$ cat src/rtl/row_packer.sv
// -----------------------------------------------------------------------------
// row_packer
//
// Collects an upstream byte stream into 20-byte rows and writes each completed
// (or flushed, zero-padded) row to a frame buffer in a single-cycle burst. Row
// start addresses advance by 20 from BASE_ADDR and wrap after ROWS rows, at
// which point frame_done pulses alongside the final write.
//
// Parameters
//   BASE_ADDR  first byte address of the frame buffer
//   ROWS       rows per frame; ROWS*20 + BASE_ADDR must not exceed 1000
//
// Ports
//   clk         in   1    clock, rising edge
//   reset       in   1    synchronous, active-high reset
//   in_valid    in   1    upstream byte valid
//   in_data     in   8    upstream pixel byte
//   in_ready    out  1    packer accepts a byte this cycle
//   flush       in   1    write the current partial row, zero-padded
//   mem_en      out  1    memory enable, high only in the write cycle
//   mem_r_w     out  1    constant 0 (write)
//   mem_insign  out  1    constant 0 (20-byte burst mode)
//   mem_abus    out  16   row start address, held between writes
//   mem_dbus    out  160  packed row, byte k on [8k+7:8k], held between writes
//   row_cnt     out  8    rows written in the current frame
//   frame_done  out  1    pulses with the write of the last row of a frame
// -----------------------------------------------------------------------------
module row_packer #(
   parameter logic [15:0] BASE_ADDR = 16'd0,
   parameter int          ROWS      = 40
) (
   input  logic         clk,
   input  logic         reset,
   input  logic         in_valid,
   input  logic [7:0]   in_data,
   output logic         in_ready,
   input  logic         flush,
   output logic         mem_en,
   output logic         mem_r_w,
   output logic         mem_insign,
   output logic [15:0]  mem_abus,
   output logic [159:0] mem_dbus,
   output logic [7:0]   row_cnt,
   output logic         frame_done
);

   typedef enum logic {
      FILL  = 1'b0,
      WRITE = 1'b1
   } state_t;

   localparam logic [4:0]  LAST_LANE = 5'd19;
   localparam logic [7:0]  LAST_ROW  = 8'(ROWS - 1);
   localparam logic [15:0] ROW_BYTES = 16'd20;

   state_t         state;
   state_t         state_next;
   logic [4:0]     byte_idx;
   logic [159:0]   row_q;
   logic [159:0]   dbus_hold;
   logic [15:0]    wr_addr;
   logic [15:0]    abus_hold;
   logic [7:0]     row_cnt_q;
   logic           accept;
   logic           in_write;
   logic           last_row;

   assign last_row = (row_cnt_q == LAST_ROW);

   // State register.
   // NOTE: every clocked assignment uses <= so all registers update together
   // from values sampled before the edge; = here would create order-dependent
   // races between always_ff blocks.
   always_ff @(posedge clk) begin
      if (reset) state <= FILL;
      else       state <= state_next;
   end

   // Next-state and control outputs.
   always_comb begin
      // NOTE: every signal written here gets a default first, so no path can
      // leave one unassigned and infer a latch.
      state_next = state;
      in_write   = 1'b0;
      in_ready   = 1'b0;
      accept     = 1'b0;

      unique case (state)
         FILL: begin
            in_ready = !reset;
            accept   = in_valid && !reset;
            // A flush on an empty row only counts if it carries a byte in.
            if ((accept && byte_idx == LAST_LANE) ||
                (flush && (accept || byte_idx != 5'd0)))
               state_next = WRITE;
         end
         WRITE: begin
            in_write   = 1'b1;
            state_next = FILL;
         end
         default: state_next = FILL;
      endcase
   end

   // Reset suppresses a write that would otherwise be in progress.
   assign mem_en     = in_write && !reset;
   assign frame_done = mem_en && last_row;
   assign mem_r_w    = 1'b0;
   assign mem_insign = 1'b0;

   // Memory buses show the live row only while enabled, otherwise the
   // values presented by the previous write.
   assign mem_abus = mem_en ? wr_addr : abus_hold;
   assign mem_dbus = mem_en ? row_q   : dbus_hold;
   assign row_cnt  = row_cnt_q;

   // Row assembly and address bookkeeping.
   always_ff @(posedge clk) begin
      if (reset) begin
         // NOTE: the 160-bit row register is reset deliberately: the padding
         // lanes of a flushed row must read as zero and mem_dbus has a defined
         // reset value, so it is ordinary state rather than a storage array.
         byte_idx  <= 5'd0;
         row_q     <= '0;
         dbus_hold <= '0;
         wr_addr   <= BASE_ADDR;
         abus_hold <= BASE_ADDR;
         row_cnt_q <= 8'd0;
      end else begin
         unique case (state)
            FILL: begin
               if (accept)
                  row_q[byte_idx*8 +: 8] <= in_data;
               if (state_next == WRITE)
                  byte_idx <= 5'd0;
               else if (accept)
                  byte_idx <= byte_idx + 5'd1;
            end
            WRITE: begin
               abus_hold <= wr_addr;
               dbus_hold <= row_q;
               // Clearing here means a later flush pads with zeros for free.
               row_q     <= '0;
               if (last_row) begin
                  wr_addr   <= BASE_ADDR;
                  row_cnt_q <= 8'd0;
               end else begin
                  wr_addr   <= wr_addr + ROW_BYTES;
                  row_cnt_q <= row_cnt_q + 8'd1;
               end
            end
            default: ;
         endcase
      end
   end

endmodule

$ cat config.mk
export PLATFORM = sky130hd
export DESIGN_NAME = row_packer
export DESIGN_NICKNAME = d
export VERILOG_FILES = /design/src/rtl/row_packer.sv
export SDC_FILE = /design/constraint.sdc
export NUM_CORES = 1
export LEC_CHECK = 0
export CAP_MARGIN = 30
export CORE_MARGIN = 3
export CORE_UTILIZATION = 38
export DETAILED_ROUTE_END_ITERATION = 6
export DONT_BUFFER_PORTS = 1
export PLACE_DENSITY = 0.6
export SLEW_MARGIN = 10
export SYNTH_ARGS = -nofsm -noshare
export SYNTH_HDL_FRONTEND = slang
export SYNTH_SLANG_ARGS = --single-unit
$ cat constraint.sdc
create_clock -name clk -period 3.04 [get_ports clk]
set_input_delay 0.912 -clock clk [delete_from_list [all_inputs] [get_ports clk]]
set_output_delay 0.912 -clock clk [all_outputs]
set_load 0.05 [all_outputs]
==> summary.md <==
| Metric | Value |
|---|---|
| Share of flip-flops with an asynchronous set or reset after synthesis | 0% |
| Cell with the most instances after synthesis | sky130_fd_sc_hd__nand2_1 |
| Number of setup violations in the final report | 18 |
| Count of TritonRoute iterations in the first routing pass | 5 |
| Die Area | around 0.043 mm² |
| Worst Setup End Kind | primary output |
| Count of vias placed by the detailed router | approximately 13k |
| Worst-Skew Late Latency | 0.53 ns |
| Fraction of the yosys area taken by sequential cells | 46.8% |
| Least setup slack across all paths after layout | -0.0280 ns |
| Half-perimeter wire length of the detailed placement result | 31,800 µm |
| Detailed Route WL | ~48,000 µm |
| Start-to-end type of the worst setup path | input pin to primary output |
| Routability Congestion | 0.868 |
| Grt total ovfl | 0 |
| Most frequent cells after synthesis | 573 x sky130_fd_sc_hd__nand2_1, 362 x sky130_fd_sc_hd__dfxtp_1, 245 x sky130_fd_sc_hd__nor2_1, 189 x sky130_fd_sc_hd__mux2i_1, 89 x sky130_fd_sc_hd__clkbuf_1 |
| Most instantiated flip-flop cell in the synthesis netlist | sky130_fd_sc_hd__dfxtp_1 |
| CTS Buf Count | 40 |
| Kind of start point of the critical path | input pin |
| N_diodes | 0 |
| Unrepaired setup endpoints after global routing | no |
| Std-Cell Core Area | 0.0400 mm² |
| Pin count of the biggest net entering global routing | 228 |
| Cell types occupying the most area after synthesis | sky130_fd_sc_hd__dfxtp_1 47%, sky130_fd_sc_hd__nand2_1 14%, sky130_fd_sc_hd__mux2i_1 12%, sky130_fd_sc_hd__nor2_1 5.9%, sky130_fd_sc_hd__a22o_1 4.9% |
| Drt initial violations | 996 |
| Static Leak | ~8.4 nW |
| DP Cell Count | between 2k and 2.5k |
| Max Clock Skew | 0.0164 ns |
| IR Drop Worst-Case VDD | 0.000324 V |
| Total GRT Usage | about a fifth |
| Post-synthesis cell type with the largest combined area | sky130_fd_sc_hd__dfxtp_1 |
| Cells on worst reg2reg path | 7 |
| Die width | roughly 210 µm |
| Clock transition time at the flip-flop clock pins of the worst setup and hold paths | 0.06 ns |
| Average wire per cell in the routed design | between 15 and 20 µm |
| Placement-stage worst setup slack | 0.119 ns |
| Average size of a mapped cell | 8.34 µm² |
| Clock tree from TritonCTS | built |
| Clk buf depth | 3 |
| Fmax achieved | 0.326 GHz |
| Max-Cap Viols | 0 |
| Classification of the worst-slack hold path | input pin to register |
| Critical-path maximum fanout | 227 |
| Nets | 2,027 |
| Power Dens Cells | around 500 mW/mm² |
| Count of buffers from port buffering | 0 |
| DP Area | 0.0201 mm² |
| Avg Vias per Cell | 5.25 |
| Max Transition Viols Final | 0 |
| Layout cell share with drive strength beyond 1 | a little under a quarter |
| Initial cell density of the core | 38.7% |
| CP required | 2.13 ns |
| Minimum clock period | 3.07 ns |
| Initial antenna violation count | 0 |
| Violations in the final reports | setup timing |
| Worst hold slack | 0.464 ns |
| Cts repair resizes | 0 |
| Post-Syn Instances | 1,856 |
| Number of remaining DRC errors | 0 |
| Depth of the worst hold-timing path | 1 |
| Actual slew at the worst max-slew pin | 1.04 ns |
| Crit share post-route | 101% |
| CTS Hold Bufs | 0 |
| Count of H-tree levels built during CTS | 2 |
| Master cell of the clock root buffer | sky130_fd_sc_hd__clkbuf_16 |
| Synthesized cell area | around 0.015 mm² |
| Wire length of the first global-routing pass | roughly 74,000 µm |
| Hold Vio Cnt, Final | 0 |
| Number of buffers inserted to repair setup after CTS | 0 |
| Count of synthesis-stage warnings from yosys | 0 |
| Final TNS setup | -0.170 ns |
| Share of the synthesized area in the top cell type | 46.8% |
| Area added between synthesis and finish | 38.6% |
| Distinct cells, synth | 64 |
| Die height | about 210 µm |
| Run status | complete, but fails checks |
| Number of synthesized flops with an enable pin | 0 |
| I/O pin count | approximately 200 |
| Signal arrival time at the worst endpoint | 2.16 ns |
| Row count | 73 |
| Clock Sinks | 362 |
| DRT antenna net count | 0 |
| Final non-filler cell area | 0.0215 mm² |
| Synthesis-stage register bit count | 362 |
| Final Power | 10.5 mW |
| Core utilization of the finished layout | 53.6% |
| Number of global-route vias before repair | between 10k and 15k |
| Final standard cell count with taps included and fillers excluded | 2,564 |
| Slew headroom | 30.4% |
path summary, 6_finish.rpt:
kind                                endpoint  slack (ns)                startpoint
hold reg to reg       row_q[76]$_SDFFE_PP0P_        0.47    row_q[76]$_SDFFE_PP0P_
setup / recovery                mem_abus[11]       -0.03                     reset
setup reg to reg      row_q[17]$_SDFFE_PP0P_        0.34  byte_idx[3]$_SDFFE_PP0P_
hold / removal    dbus_hold[60]$_SDFFE_PP0P_        0.46                     reset
layer usage:
metal | global-route usage (%) | vias up | part of all wire, %
met2 | 35.3 | 381 | 47
met5 | 0 | - | 0
li1 | - | 6500 | -
met3 | 4.00 | 85 | 5.7
met4 | 6.91 | 0 | 3.1
met1 | 27.5 | 6491 | 44
registers in the layout (all words and copies together) (netlist names):
name / count
abus_hold: 14
byte_idx: 5
dbus_hold: 160
row_cnt: 8
row_q: 160
state: 1
wr_addr: 14
area by class of cell:
cell class                 count  area, µm²
sequential                   362       7250
multi-input combinational   1358       8040
clock inverter                11        173
clock buffer                  60       1200
inverter                       8       35.0
timing repair buffer         240       4110
fill                        3579      18500
tap                          525        657
power breakdown:
group          leakage, nW  internal [mW]  switching [mW]
combinational         4.77          0.225           0.486
clock                0.671           3.07            1.95
sequential            2.92           4.76          0.0234
cells by family after synthesis:
family          Yosys count  share of synthesized area [%]
other cells               1                         0.0242
xor+xnor                 23                           1.30
mux                     189                           12.2
compound gates          189                           9.79
fa+ha+maj                 5                          0.404
flops                   362                           46.8
simple gates            948                           25.6
buf+inv                 139                           3.82
worst max-delay path, stage by stage:
cell                       delay (ns)
sky130_fd_sc_hd__nand2b_4        0.28
sky130_fd_sc_hd__inv_6           0.23
sky130_fd_sc_hd__buf_12          0.21
sky130_fd_sc_hd__nand2_1         0.07
sky130_fd_sc_hd__nand2_1         0.16
sky130_fd_sc_hd__buf_12          0.16
cells in the final DEF (no fill, tap or decap), types with 10 or more instances in the layout:
| master | synthesis | final |
|---|---|---|
| sky130_fd_sc_hd__nor3_1 | 18 | 18 |
| sky130_fd_sc_hd__clkbuf_1 | 89 | 10 |
| sky130_fd_sc_hd__a32o_1 | 16 | 16 |
| sky130_fd_sc_hd__mux2i_1 | 189 | 189 |
| sky130_fd_sc_hd__nand3b_1 | 19 | 19 |
| sky130_fd_sc_hd__buf_12 | 0 | 181 |
| sky130_fd_sc_hd__nor2_1 | 245 | 244 |
| sky130_fd_sc_hd__nand2_1 | 573 | 425 |
| sky130_fd_sc_hd__buf_4 | 5 | 56 |
| sky130_fd_sc_hd__clkbuf_16 | 0 | 43 |
| sky130_fd_sc_hd__nand4_1 | 11 | 11 |
| sky130_fd_sc_hd__nand2_2 | 0 | 148 |
| sky130_fd_sc_hd__xor2_1 | 14 | 14 |
| sky130_fd_sc_hd__a22o_1 | 86 | 86 |
| sky130_fd_sc_hd__dfxtp_1 | 362 | 361 |
| sky130_fd_sc_hd__nand3_1 | 21 | 21 |
| sky130_fd_sc_hd__o21ai_0 | 17 | 17 |
| sky130_fd_sc_hd__a21oi_1 | 24 | 24 |
Note: power is estimated with default switching activity, not from simulation.
